File: src/rtl/ram_ch_arb_if.sv
// Channel-side bus of the buffer-RAM arbiter: per-channel requests in, select and grant out.
// The arbiter takes the master modport, the flash channels take the slave modport.
interface ram_ch_arb_if;
    logic [15:0] ch_req;
    logic [3:0]  ch_num;
    logic [15:0] ch_gnt;
    logic        gnt_vld;
    logic        busy;

    modport master (
        input  ch_req,
        output ch_num,
        output ch_gnt,
        output gnt_vld,
        output busy
    );

    modport slave (
        output ch_req,
        input  ch_num,
        input  ch_gnt,
        input  gnt_vld,
        input  busy
    );
endinterface

File: src/rtl/ram_ch_arb.sv
// Round-robin arbiter sharing the buffer-RAM path among 16 flash channels, with bounded
// bursts and a one-cycle turnaround (ARB) on every channel change.
module ram_ch_arb #(
    parameter int unsigned MAX_BURST = 64
) (
    input  logic         clk,
    input  logic         rst,
    ram_ch_arb_if.master bus
);

    typedef enum logic [1:0] {
        StIdle,
        StArb,
        StGrant
    } state_e;

    localparam logic [7:0] BurstLast = 8'(MAX_BURST - 1);

    state_e      r_state;
    state_e      w_state_d;
    logic [3:0]  r_last;
    logic [3:0]  w_last_d;
    logic [3:0]  r_ch_num;
    logic [3:0]  w_ch_num_d;
    logic [7:0]  r_burst_cnt;
    logic [7:0]  w_burst_cnt_d;
    logic [15:0] r_ch_gnt;
    logic [15:0] w_ch_gnt_d;
    logic        r_gnt_vld;
    logic        w_gnt_vld_d;
    logic        r_busy;
    logic        w_busy_d;

    logic [3:0]  w_idx;
    logic [3:0]  w_winner;
    logic        w_found;
    logic [15:0] w_own_mask;
    logic        w_own_req;
    logic        w_other_req;
    logic        w_any_req;
    logic        w_burst_end;

    // Scan from the channel after the last owner; the last owner is visited last (k == 16).
    always_comb begin
        w_found  = 1'b0;
        w_winner = 4'd0;
        w_idx    = r_last;
        for (int k = 1; k <= 16; k++) begin
            w_idx = r_last + 4'(k);
            if (!w_found && bus.ch_req[w_idx]) begin
                w_found  = 1'b1;
                w_winner = w_idx;
            end
        end
    end

    assign w_own_mask  = 16'(1) << r_ch_num;
    assign w_own_req   = bus.ch_req[r_ch_num];
    assign w_other_req = |(bus.ch_req & ~w_own_mask);
    assign w_any_req   = |bus.ch_req;
    assign w_burst_end = (r_burst_cnt == BurstLast);

    always_comb begin
        w_state_d     = r_state;
        w_last_d      = r_last;
        w_ch_num_d    = r_ch_num;
        w_burst_cnt_d = r_burst_cnt;
        w_ch_gnt_d    = '0;
        w_gnt_vld_d   = 1'b0;

        case (r_state)
            StIdle: begin
                if (w_any_req) begin
                    w_state_d = StArb;
                end
            end
            StArb: begin
                if (w_found) begin
                    w_state_d     = StGrant;
                    w_ch_num_d    = w_winner;
                    w_last_d      = w_winner;
                    w_burst_cnt_d = 8'd0;
                    w_ch_gnt_d    = 16'(1) << w_winner;
                    w_gnt_vld_d   = 1'b1;
                end else begin
                    w_state_d = StIdle;
                end
            end
            StGrant: begin
                w_burst_cnt_d = r_burst_cnt + 8'd1;
                w_ch_gnt_d    = w_own_mask;
                w_gnt_vld_d   = 1'b1;
                if (!w_own_req) begin
                    w_state_d   = w_other_req ? StArb : StIdle;
                    w_ch_gnt_d  = '0;
                    w_gnt_vld_d = 1'b0;
                end else if (w_burst_end) begin
                    if (w_other_req) begin
                        w_state_d   = StArb;
                        w_ch_gnt_d  = '0;
                        w_gnt_vld_d = 1'b0;
                    end else begin
                        // Sole requester: start a fresh burst without a turnaround.
                        w_burst_cnt_d = 8'd0;
                    end
                end
            end
            default: begin
                w_state_d = StIdle;
            end
        endcase

        w_busy_d = (w_state_d != StIdle);
    end

    always_ff @(posedge clk or posedge rst) begin
        if (rst) begin
            r_state     <= StIdle;
            r_last      <= 4'd15;
            r_ch_num    <= 4'd0;
            r_burst_cnt <= 8'd0;
            r_ch_gnt    <= '0;
            r_gnt_vld   <= 1'b0;
            r_busy      <= 1'b0;
        end else begin
            r_state     <= w_state_d;
            r_last      <= w_last_d;
            r_ch_num    <= w_ch_num_d;
            r_burst_cnt <= w_burst_cnt_d;
            r_ch_gnt    <= w_ch_gnt_d;
            r_gnt_vld   <= w_gnt_vld_d;
            r_busy      <= w_busy_d;
        end
    end

    assign bus.ch_num  = r_ch_num;
    assign bus.ch_gnt  = r_ch_gnt;
    assign bus.gnt_vld = r_gnt_vld;
    assign bus.busy    = r_busy;

endmodule

File: src/flat_wrapper.sv
// flat-port wrapper written by rule: the top's interface ports become plain ports
module ram_ch_arb_flat 
#(
    parameter int unsigned MAX_BURST = 64
)
  (clk, rst, bus_ch_req, bus_ch_num, bus_ch_gnt, bus_gnt_vld, bus_busy);
  ram_ch_arb_if bus_i ();
  input  logic clk;
  input  logic rst;
  input wire logic [$bits(bus_i.ch_req)-1:0] bus_ch_req;
  output wire logic [$bits(bus_i.ch_num)-1:0] bus_ch_num;
  output wire logic [$bits(bus_i.ch_gnt)-1:0] bus_ch_gnt;
  output wire logic [$bits(bus_i.gnt_vld)-1:0] bus_gnt_vld;
  output wire logic [$bits(bus_i.busy)-1:0] bus_busy;
  assign bus_i.ch_req = bus_ch_req;
  assign bus_ch_num = bus_i.ch_num;
  assign bus_ch_gnt = bus_i.ch_gnt;
  assign bus_gnt_vld = bus_i.gnt_vld;
  assign bus_busy = bus_i.busy;
  ram_ch_arb #(.MAX_BURST(MAX_BURST)) u_core (.clk(clk), .rst(rst), .bus(bus_i));
endmodule
File: config.mk
export PLATFORM = sky130hd
export DESIGN_NAME = ram_ch_arb_flat
export DESIGN_NICKNAME = d
export VERILOG_FILES = /design/src/rtl/ram_ch_arb_if.sv /design/src/rtl/ram_ch_arb.sv /design/src/flat_wrapper.sv
export SDC_FILE = /design/constraint.sdc
export NUM_CORES = 1
export LEC_CHECK = 0
export ABC_CLOCK_PERIOD_IN_PS = 7200
export BUFFER_PORTS_ARGS = -buffer_cell sky130_fd_sc_hd__clkbuf_2
export CAP_MARGIN = 0
export CORE_MARGIN = 1
export CORE_UTILIZATION = 55
export CTS_CLUSTER_SIZE = 14
export DETAILED_ROUTE_END_ITERATION = 7
export GPL_ROUTABILITY_DRIVEN = 1
export HOLD_SLACK_MARGIN = 0.05
export PLACE_DENSITY_LB_ADDON = 0.12
export SLEW_MARGIN = 25
export SYNTH_ARGS = -nofsm -noshare
export SYNTH_HDL_FRONTEND = slang
export SYNTH_SLANG_ARGS = --single-unit
File: constraint.sdc
create_clock -name clk -period 7.2 [get_ports clk]
set_input_delay 0.36 -clock clk [delete_from_list [all_inputs] [get_ports clk]]
set_output_delay 0.36 -clock clk [all_outputs]
set_load 0.03 [all_outputs]
==> qor_table.md, run 1 <==
| Parameter | This run | Unit |
|---|---|---|
| # placed instances | 630 | - |
| Category of the critical setup timing path | register to register | - |
| Arrival time reported for the critical path endpoint | 5.99 | ns |
| Via count of the first global-routing pass | 4,159 | - |
| Area of the die | 8790 | µm² |
| Clock Sink Count | 36 | - |
| Register Area | 906 | µm² |
| Area Overhead vs Synth | 6.59 | % |
| Number of cells produced by synthesis | 514 | - |
| Yosys synthesis warning count | 0 | - |
| Setup skew after layout | 0.00824 | ns |
| Area of the core | 8180 | µm² |
| Setup repair bufs after CTS | 0 | - |
| Met3 layer usage reported by global route | 0.0809 | - |
| Nets | 563 | - |
| Final Max Tran Viols | 0 | - |
| Library cell contributing the largest single delay on the critical path | sky130_fd_sc_hd__dfstp_2 | - |
| Async SR Flop Fraction | 1.00 | - |
| Mean area per synthesized cell | 9.01 | µm² |
| Die height | 93.8 | µm |
| Fin worst setup slack | 1.39 | ns |
| Final Hold Violating Endpoints | 0 | - |
| Hold Path Class | input pin to asynchronous set/reset pin | - |
| DPL Wire Length | 10.6 | mm |
| Routability congestion estimate from global placement | 0.978 | - |
| Highest-count cells in the layout ignoring fill and taps | sky130_fd_sc_hd__mux2i_1, sky130_fd_sc_hd__clkbuf_2, sky130_fd_sc_hd__nand2_1, sky130_fd_sc_hd__nor2_1, sky130_fd_sc_hd__mux4_2 | - |
| First-pass GRT wire length | 22.6 | mm |
| CTS tree | yes | - |
| Wire length after detailed routing | 14.3 | mm |
| Share of cells above drive strength 1 | 0.239 | - |
| Hold_ws | 0.132 | ns |
| DRC violations left | 0 | - |
| Effective utilization at floorplan | 0.567 | - |
| Number of primary I/O pins | 40 | - |
| Initial antenna violation count | 0 | - |
| Slowest Stage Delay on Critical Path | 0.81 | ns |
| Setup violation total in the final timing report | 0 | - |
| Outcome | completed | - |
| Pre-CTS WS | 1.53 | ns |
| Portion of the post-synthesis area used by sequential elements | 0.196 | - |
| Normalized max-slew margin | 0.283 | - |
| Antenna-violating nets left | 0 | - |
| Unrepaired setup endpoints after global routing | no | - |
| Largest net degree at the start of global routing | 37 | - |
| Largest delay share family, worst path | simple AND/OR/NAND/NOR gates | - |
| Number of diodes | 0 | - |
| Req. time, crit path | 7.38 | ns |
| Most frequent standard cell in the layout excluding fill and tap cells | sky130_fd_sc_hd__mux2i_1 | - |
| Endpoint type of the worst setup path | register | - |
| Crit path launch type | register | - |
| Met2 Track Usage GR | 0.487 | - |
| Ratio of final minimum period to clock period | 0.807 | - |
| Number of H-tree levels | 2 | - |
| Max Freq | 172 | MHz |
| Most used routing layer in global routing | met1 | - |
| Final Non-Filler Cells | 637 | - |
| Dominant register cell in the synthesized netlist | sky130_fd_sc_hd__dfrtp_1 | - |
| CTS Hold Bufs | 0 | - |
| Combined buffer and inverter count along the critical path | 2 | - |
| Clk_lat worst skew | 0.29 | ns |
| Critical path's most frequent cell | sky130_fd_sc_hd__mux2i_1 | - |
| Overall Global Routing Usage | 0.335 | - |
| First-pass DRT Iterations | 5 | - |
| Global route overflow | 0 | - |
| I/O Buffers | 39 | - |
| Die W | 93.8 | µm |
| Mean routed wirelength per cell | 22.4 | µm |
| Total of fill cells in the finished design | 753 | - |
| Met1 global-route usage | 0.493 | - |
| Row Count | 33 | - |
| Number of DRC markers after the initial detailed-route iteration | 483 | - |
| Inserted Clock Buffers | 5 | - |
| Total standard cell area after synthesis | 4630 | µm² |
| Clock root buffer master | sky130_fd_sc_hd__clkbuf_8 | - |
| Count of state elements after synthesis | 36 | - |
| Vias/cell | 7.27 | - |
| Clock period minus final worst setup slack | 5.81 | ns |
| Clock-pin transition on the worst setup and hold timing paths | 0.08 | ns |
| Final setup TNS | 0 | ns |
| Actual slew at the worst max-slew pin | 1.06 | ns |
| Netlist cell types | 70 | - |
| Area of the multi-input gates | 3500 | µm² |
| Synthesized net count | 545 | - |
| Post-cts gate resize count | 0 | - |
| Critical-path cell list | clkinv_1 -> ha_1 -> buf_4 -> mux4_2 -> mux2i_1 -> mux2i_1 -> or4_4 -> nor4_4 -> a41o_1 -> a21boi_1 -> or2_2 -> o21ai_0 | - |
| Number of enable-type register cells in the synthesized netlist | 0 | - |
| Maximum fanout count along the critical path | 17 | - |
| Count of maximum capacitance violations | 0 | - |
| Count of vias placed by the detailed router | 4,630 | - |
| Max clock buf depth | 2 | - |
final cells by class:
type                       instances  share of cell area
timing repair buffer              46              0.0502
multi-input combinational        425               0.710
clock inverter                     2             0.00253
tap                              105              0.0266
sequential                        36               0.183
clock buffer                       5              0.0139
inverter                          18              0.0137
routing by layer:
| layer | wire [µm] | up-vias |
|---|---|---|
| met5 | 0 | - |
| met4 | 354 | 0 |
| met3 | 1780 | 39 |
| met2 | 6310 | 330 |
| met1 | 5850 | 2218 |
| li1 | - | 2043 |
cell usage after synthesis, drive strengths merged, types with 14 or more instances:
master / number / share of area
clkbuf: 21 / 0.017
o22ai: 22 / 0.030
nand3: 15 / 0.016
mux2i: 42 / 0.091
nor2: 37 / 0.031
nor3: 15 / 0.016
mux2: 22 / 0.053
nand2: 37 / 0.030
dfrtp: 32 / 0.17
buf: 14 / 0.016
inv: 17 / 0.014
a21oi: 28 / 0.030
o21ai: 29 / 0.031
mux4: 35 / 0.17
stage by stage:
| stage | area [µm²] | util |
|---|---|---|
| floorplan | 4630 | - |
| global placement | 4860 | 0.594 |
| detailed placement | 4860 | 0.594 |
| CTS | 4940 | 0.604 |
| global route | 4940 | 0.604 |
| finish | 4940 | 0.604 |
sequential cells by signal, summed over array words and instances (netlist names):
name,cells
u_core.bus.ch_gnt,16
u_core.r_burst_cnt,8
u_core.bus.ch_num,4
u_core.r_last,4
u_core.r_state,2
u_core.bus.busy,1
u_core.bus.gnt_vld,1
logic make-up (layout without fill, tap and decap cells):
family          Yosys count  in the layout  share of synthesized area
simple gates            154            154                      0.169
compound gates          145            145                      0.211
xor+xnor                 14             14                     0.0265
buf+inv                  53             71                     0.0481
flops                    36             36                      0.196
fa+ha+maj                13             13                     0.0351
mux                      99             99                      0.315
worst reg2reg max path: stages, from the launching register on:
cell and delay, ns:
sky130_fd_sc_hd__dfstp_2 0.81, sky130_fd_sc_hd__clkinv_1 0.18, sky130_fd_sc_hd__ha_1 0.73, sky130_fd_sc_hd__buf_4 0.37, sky130_fd_sc_hd__mux4_2 0.58, sky130_fd_sc_hd__mux2i_1 0.37
sky130_fd_sc_hd__mux2i_1 0.26, sky130_fd_sc_hd__or4_4 0.65, sky130_fd_sc_hd__nor4_4 0.29, sky130_fd_sc_hd__a41o_1 0.40, sky130_fd_sc_hd__a21boi_1 0.68, sky130_fd_sc_hd__or2_2 0.28
sky130_fd_sc_hd__o21ai_0 0.09
final timing paths:
check,slack (ns),depth (start not counted),to,start
max in group asynchronous,6.72,3,u_core.r_last[3]$_DFFE_PP1P_,rst
hold / removal,0.13,3,u_core.r_burst_cnt[4]$_DFFE_PP0P_,rst
setup / recovery,1.39,12,u_core.r_burst_cnt[2]$_DFFE_PP0P_,u_core.r_last[1]$_DFFE_PP1P_
min in group clk,0.52,1,u_core.r_burst_cnt[6]$_DFFE_PP0P_,u_core.r_burst_cnt[6]$_DFFE_PP0P_
hold reg to reg,0.52,1,u_core.r_burst_cnt[6]$_DFFE_PP0P_,u_core.r_burst_cnt[6]$_DFFE_PP0P_
setup reg to reg,1.39,12,u_core.r_burst_cnt[2]$_DFFE_PP0P_,u_core.r_last[1]$_DFFE_PP1P_
Power of run 1 is left out: the tool's default activity adds up to more than one toggle a clock period on the data nets, which glitch-free logic cannot reach.
==> run 2, diff against run 1 <==
- ABC_CLOCK_PERIOD_IN_PS: 7200 -> 5000
- clock period: 7.2 -> 5 ns (I/O delays scaled with it)
==> run 2 against run 1 <==
Compared with the run above: flip-flop and latch count unchanged; register-to-register slack got worse by 1.1 ns; routed wire length increased by 3.5%; cell count increased by 2.0%; die area unchanged; sequential share of layout area decreased by 0.47 points; global-route usage increased by 0.96 points; utilization increased by 1.6 points; worst hold slack got worse by 0.090 ns; critical path type unchanged; clock skew decreased by 0.0026 ns; non-clock buffer count increased by 12.
==> qor_table.md, run 2 (synthesized netlist as in run 1, its figures left out) <==
| Parameter | This run | Unit | Change |
|---|---|---|---|
| Hold Path Class | input pin to asynchronous set/reset pin | - |  |
| Arrival time reported for the critical path endpoint | 4.92 | ns | -1.07 ns |
| Req. time, crit path | 5.20 | ns | -2.18 ns |
| Post-cts gate resize count | 0 | - | unchanged |
| Combined buffer and inverter count along the critical path | 1 | - | -1 |
| Number of H-tree levels | 2 | - | unchanged |
| Slowest Stage Delay on Critical Path | 0.64 | ns | -0.17 ns |
| Via count of the first global-routing pass | 4,310 | - | +3.6% |
| Utilization of the core after routing | 0.620 | - | +0.0159 |
| Area of the core | 8180 | µm² | unchanged |
| Global route overflow | 0 | - | unchanged |
| Setup violation total in the final timing report | 0 | - | unchanged |
| Final setup TNS | 0 | ns | unchanged |
| Number of DRC markers after the initial detailed-route iteration | 518 | - | +7.2% |
| Setup repair bufs after CTS | 0 | - | unchanged |
| Max Freq | 212 | MHz | +23% |
| Die W | 93.8 | µm | unchanged |
| Row Count | 33 | - | unchanged |
| Crit path launch type | register | - |  |
| Crit path depth | 12 | - | unchanged |
| Ratio of final minimum period to clock period | 0.944 | - | +0.137 |
| Max reg flops | 16 | - | unchanged |
| Die height | 93.8 | µm | unchanged |
| Final Hold Violating Endpoints | 0 | - | unchanged |
| Setup skew after layout | 0.00564 | ns | -0.00261 ns |
| Highest-count cells in the layout ignoring fill and taps | sky130_fd_sc_hd__mux2i_1, sky130_fd_sc_hd__clkbuf_2, sky130_fd_sc_hd__nand2_1, sky130_fd_sc_hd__nor2_1, sky130_fd_sc_hd__mux4_2 | - |  |
| Clock root buffer master | sky130_fd_sc_hd__clkbuf_8 | - |  |
| Area Overhead vs Synth | 9.40 | % |  |
| Wire length after detailed routing | 14.8 | mm | +3.5% |
| Antenna-violating nets left | 0 | - | unchanged |
| Share of cells above drive strength 1 | 0.261 | - | +0.0218 |
| Origin of the critical flop-to-flop path | u_core.r_last[1]$_DFFE_PP1P_ | - |  |
| Max clock buf depth | 2 | - | unchanged |
| Maximum fanout count along the critical path | 14 | - | -3 |
| Count of maximum capacitance violations | 0 | - | unchanged |
| Area of the die | 8790 | µm² | unchanged |
| Clk_lat worst skew | 0.29 | ns | about the same |
| Overall Global Routing Usage | 0.345 | - | +0.00963 |
| CTS Hold Bufs | 0 | - | unchanged |
| Effective utilization at floorplan | 0.567 | - | unchanged |
| Category of the critical setup timing path | register to register | - |  |
| CP startpoint | u_core.r_last[1]$_DFFE_PP1P_ | - |  |
| Largest net degree at the start of global routing | 37 | - | unchanged |
| CTS tree | yes | - |  |
| Routability congestion estimate from global placement | 0.983 | - | +0.51% |
| Initial antenna violation count | 0 | - | unchanged |
| Normalized max-slew margin | 0.427 | - | +0.143 |
| Nets | 575 | - | +2.1% |
| Final Max Tran Viols | 0 | - | unchanged |
| Outcome | completed | - |  |
| Number of diodes | 0 | - | unchanged |
| Vias/cell | 7.20 | - | -1.0% |
| Endpoint type of the worst setup path | register | - |  |
| Actual slew at the worst max-slew pin | 0.852 | ns | -0.209 ns |
| I/O Buffers | 39 | - | unchanged |
| Number of primary I/O pins | 40 | - | unchanged |
| Mean routed wirelength per cell | 22.7 | µm | +1.4% |
| Clock Sink Count | 36 | - | unchanged |
| Depth of the most critical reg-to-reg path | 12 | - | unchanged |
| First-pass DRT Iterations | 5 | - | unchanged |
| First-pass GRT wire length | 22.9 | mm | +1.4% |
| Unrepaired setup endpoints after global routing | no | - |  |
| Critical-path cell list | clkinv_1 -> ha_1 -> mux2_2 -> mux4_2 -> mux2_2 -> or4_4 -> nor4_4 -> o311a_1 -> or3_1 -> o31ai_2 -> or4_4 -> o22ai_1 | - |  |
| Clock period minus final worst setup slack | 4.72 | ns | -1.09 ns |
| DRC violations left | 0 | - | unchanged |
| Most frequent standard cell in the layout excluding fill and tap cells | sky130_fd_sc_hd__mux2i_1 | - |  |
| Count of vias placed by the detailed router | 4,677 | - | +1.0% |
| Total of fill cells in the finished design | 721 | - | -4.2% |
| Largest delay share family, worst path | simple AND/OR/NAND/NOR gates | - |  |
| Library cell contributing the largest single delay on the critical path | sky130_fd_sc_hd__ha_1 | - |  |
| Clock-pin transition on the worst setup and hold timing paths | 0.08 | ns | about the same |
| DPL Wire Length | 10.9 | mm | +3.3% |
| Inserted Clock Buffers | 5 | - | unchanged |
[run 2: worst paths after layout]
path | to | slack [ns]
worst max-delay path | u_core.bus.ch_gnt[6]$_DFF_PP0_ | 0.28
worst min-delay path | u_core.r_state[0]$_DFF_PP0_ | 0.04
worst max register to register | u_core.bus.ch_gnt[6]$_DFF_PP0_ | 0.28
worst min register to register | u_core.r_burst_cnt[5]$_DFFE_PP0P_ | 0.51
max in group asynchronous | u_core.r_last[3]$_DFFE_PP1P_ | 4.61
min in group clk | u_core.r_burst_cnt[5]$_DFFE_PP0P_ | 0.51
[run 2: metal layers]
layer,vias to the layer above,track usage,part of all wire
li1,2078,-,-
met1,2243,0.493,0.42
met2,312,0.506,0.45
met3,44,0.0833,0.11
met4,0,0.121,0.029
met5,-,0,0
[run 2: metrics by stage]
stage          instances  worst slack [ns]  cell area (µm²)  hold slack [ns]
2_1_floorplan        514            0.0723             4630            0.414
3_3_place_gp         642             0.331             4950            0.343
3_5_place_dp         642             0.343             4950            0.359
4_1_cts              650             0.302             5050           0.0516
5_1_grt              650            0.0459             5070           0.0845
6_report             650             0.281             5070           0.0427
[run 2: layout make-up]
| type | count | area (µm²) | share of cell area |
|---|---|---|---|
| multi-input combinational | 425 | 3530 | 0.696 |
| sequential | 36 | 906 | 0.179 |
| timing repair buffer | 58 | 338 | 0.0667 |
| tap | 105 | 131 | 0.0259 |
| clock buffer | 8 | 100 | 0.0197 |
| inverter | 18 | 67.6 | 0.0133 |
[run 2: worst register-to-register path: stages, from the launching register on]
cell and delay (ns):
sky130_fd_sc_hd__dfstp_2 0.53, sky130_fd_sc_hd__clkinv_1 0.07, sky130_fd_sc_hd__ha_1 0.64, sky130_fd_sc_hd__mux2_2 0.43
sky130_fd_sc_hd__mux4_2 0.54, sky130_fd_sc_hd__mux2_2 0.35, sky130_fd_sc_hd__or4_4 0.54, sky130_fd_sc_hd__nor4_4 0.31
sky130_fd_sc_hd__o311a_1 0.26, sky130_fd_sc_hd__or3_1 0.13, sky130_fd_sc_hd__o31ai_2 0.11, sky130_fd_sc_hd__or4_4 0.54
sky130_fd_sc_hd__o22ai_1 0.18
Power of run 2 is left out for the same reason.
==> run 3, diff against run 2 <==
- CORE_UTILIZATION: 55 -> 35
- TNS_END_PERCENT: default -> 50
==> run 3 against run 2 <==
Compared with the run above: design area up 3.4%; die area up 56%; utilization is 21 points lower; first-iteration DRC count fell by 36%; worst hold slack about the same; critical path depth fell by 1; via count shrank 2.5%; non-clock buffer count is 7 higher; critical endpoint is now u_core.bus.ch_gnt[5]$_DFF_PP0_; highest routed layer unchanged.
==> qor_table.md, run 3 (synthesized netlist as in run 1, its figures left out) <==
| Parameter | This run | Unit | Change |
|---|---|---|---|
| Max clock buf depth | 2 | - | unchanged |
| I/O Buffers | 39 | - | unchanged |
| Outcome | completed | - |  |
| Clock period minus final worst setup slack | 4.72 | ns | +0.00196 ns |
| Vias/cell | 6.30 | - | -12% |
| Final setup TNS | 0 | ns | unchanged |
| DRC violations left | 0 | - | unchanged |
| Arrival time reported for the critical path endpoint | 4.91 | ns | about the same |
| Maximum fanout count along the critical path | 13 | - | -1 |
| Post-Place Cell Area | 5090 | µm² | +2.8% |
| Antenna-violating nets left | 0 | - | unchanged |
| Overall Global Routing Usage | 0.239 | - | -0.106 |
| Req. time, crit path | 5.19 | ns | about the same |
| Final Max Tran Viols | 0 | - | unchanged |
| Die W | 117 | µm | +25% |
| Area of the die | 13,700 | µm² | +56% |
| Area of the core | 12,800 | µm² | +56% |
| Most used routing layer in global routing | met2 | - |  |
| Met2 Track Usage GR | 0.378 | - | -0.128 |
| Clock Sink Count | 36 | - | unchanged |
| Utilization of the core after routing | 0.410 | - | -0.210 |
| Initial antenna violation count | 0 | - | unchanged |
| Inserted Clock Buffers | 5 | - | unchanged |
| Unrepaired setup endpoints after global routing | no | - |  |
| Row Count | 41 | - | +24% |
| Effective utilization at floorplan | 0.363 | - | -0.204 |
| Routability congestion estimate from global placement | 0.877 | - | -11% |
| Count of maximum capacitance violations | 0 | - | unchanged |
| Clock-pin transition on the worst setup and hold timing paths | 0.06 | ns | -0.02 ns |
| CTS tree | yes | - |  |
| First-pass DRT Iterations | 5 | - | unchanged |
| Final Hold Violating Endpoints | 0 | - | unchanged |
| CTS Hold Bufs | 0 | - | unchanged |
| Normalized max-slew margin | 0.416 | - | -0.0108 |
| First-pass GRT wire length | 24.5 | mm | +6.9% |
| Hold Path Class | input pin to asynchronous set/reset pin | - |  |
| DPL Wire Length | 11.9 | mm | +8.4% |
| Number of H-tree levels | 2 | - | unchanged |
| Endpoint type of the worst setup path | register | - |  |
| Global route overflow | 0 | - | unchanged |
| Met3 layer usage reported by global route | 0.0304 | - | -0.0530 |
| Hold_ws | 0.0430 | ns | +0.000314 ns |
| Share of cells above drive strength 1 | 0.270 | - | +0.00938 |
| Max Freq | 212 | MHz | about the same |
| Count of vias placed by the detailed router | 4,561 | - | -2.5% |
| Depth of the most critical reg-to-reg path | 11 | - | -1 |
| Setup skew after layout | 0.00780 | ns | +0.00217 ns |
| Nets | 582 | - | +1.2% |
| Ratio of final minimum period to clock period | 0.944 | - | about the same |
| Number of primary I/O pins | 40 | - | unchanged |
| Met1 global-route usage | 0.345 | - | -0.148 |
| Max reg flops | 16 | - | unchanged |
| Most frequent standard cell in the layout excluding fill and tap cells | sky130_fd_sc_hd__mux2i_1 | - |  |
| Area Overhead vs Synth | 13.1 | % |  |
| Largest net degree at the start of global routing | 37 | - | unchanged |
| Via count of the first global-routing pass | 4,246 | - | -1.5% |
| Setup violation total in the final timing report | 0 | - | unchanged |
| Mean routed wirelength per cell | 21.7 | µm | -4.6% |
| Wire length after detailed routing | 15.7 | mm | +6.3% |
| Actual slew at the worst max-slew pin | 0.865 | ns | +0.0127 ns |
| Number of diodes | 0 | - | unchanged |
| Setup repair bufs after CTS | 0 | - | unchanged |
| Category of the critical setup timing path | register to register | - |  |
| Highest-count cells in the layout ignoring fill and taps | sky130_fd_sc_hd__mux2i_1, sky130_fd_sc_hd__clkbuf_2, sky130_fd_sc_hd__nand2_1, sky130_fd_sc_hd__nor2_1, sky130_fd_sc_hd__mux4_2 | - |  |
| Clk_lat worst skew | 0.28 | ns | about the same |
| Non-Filler Cell Area, Final | 5240 | µm² | +3.4% |
| Crit path launch type | register | - |  |
| Clock root buffer master | sky130_fd_sc_hd__clkbuf_16 | - |  |
| Number of DRC markers after the initial detailed-route iteration | 334 | - | -36% |
| Die height | 117 | µm | +25% |
## run 3: layout make-up
cell class / count / area [µm²]
clock buffers: 5 / 125
clock inverters: 3 / 21.3
fillers: 1265 / 7530
inverters: 18 / 67.6
multi-input cells: 425 / 3510
flip-flops and latches: 36 / 906
well taps: 172 / 215
repair buffers: 65 / 390
## run 3: final timing paths
kind                                                   startpoint                           endpoint  slack, ns
max in group asynchronous                                     rst       u_core.r_last[2]$_DFFE_PP1P_       4.62
min in group clk                u_core.r_burst_cnt[1]$_DFFE_PP0P_  u_core.r_burst_cnt[1]$_DFFE_PP0P_       0.51
worst max-delay path                 u_core.r_last[1]$_DFFE_PP1P_     u_core.bus.ch_gnt[5]$_DFF_PP0_       0.28
worst min register to register  u_core.r_burst_cnt[1]$_DFFE_PP0P_  u_core.r_burst_cnt[1]$_DFFE_PP0P_       0.51
worst min-delay path                                          rst        u_core.r_state[0]$_DFF_PP0_       0.04
worst max register to register       u_core.r_last[1]$_DFFE_PP1P_     u_core.bus.ch_gnt[5]$_DFF_PP0_       0.28
## run 3: per-layer routing
| metal | vias up | part of all wire | routed length [µm] |
|---|---|---|---|
| met5 | - | 0 | 0 |
| met4 | 0 | 0.020 | 309 |
| met3 | 24 | 0.053 | 828 |
| met2 | 171 | 0.47 | 7370 |
| met1 | 2285 | 0.46 | 7210 |
| li1 | 2081 | - | - |
## run 3: through the flow
step,setup WS [ns],cells
after floorplan,0.0723,514
after global placement,0.338,716
after detailed placement,0.268,716
after CTS,0.247,724
after global routing,0.0495,724
final,0.279,724
## run 3: critical path, cell delays in order, from the launching register on
cell,delay (ns)
sky130_fd_sc_hd__dfstp_2,0.53
sky130_fd_sc_hd__clkinv_1,0.08
sky130_fd_sc_hd__ha_2,0.53
sky130_fd_sc_hd__mux2_2,0.41
sky130_fd_sc_hd__mux4_2,0.54
sky130_fd_sc_hd__mux2_2,0.34
sky130_fd_sc_hd__or4_4,0.55
sky130_fd_sc_hd__nor2_2,0.34
sky130_fd_sc_hd__a2111oi_0,0.21
sky130_fd_sc_hd__a31oi_1,0.48
sky130_fd_sc_hd__nand4b_1,0.34
sky130_fd_sc_hd__o22ai_1,0.26
## run 3: what timing repair did
| action | in CTS | in global routing |
|---|---|---|
| gates resized for setup | 0 | 1 |
| hold endpoints to repair | 0 | 0 |
| setup endpoints to repair | 0 | 7 |
Power of run 3 is left out for the same reason.
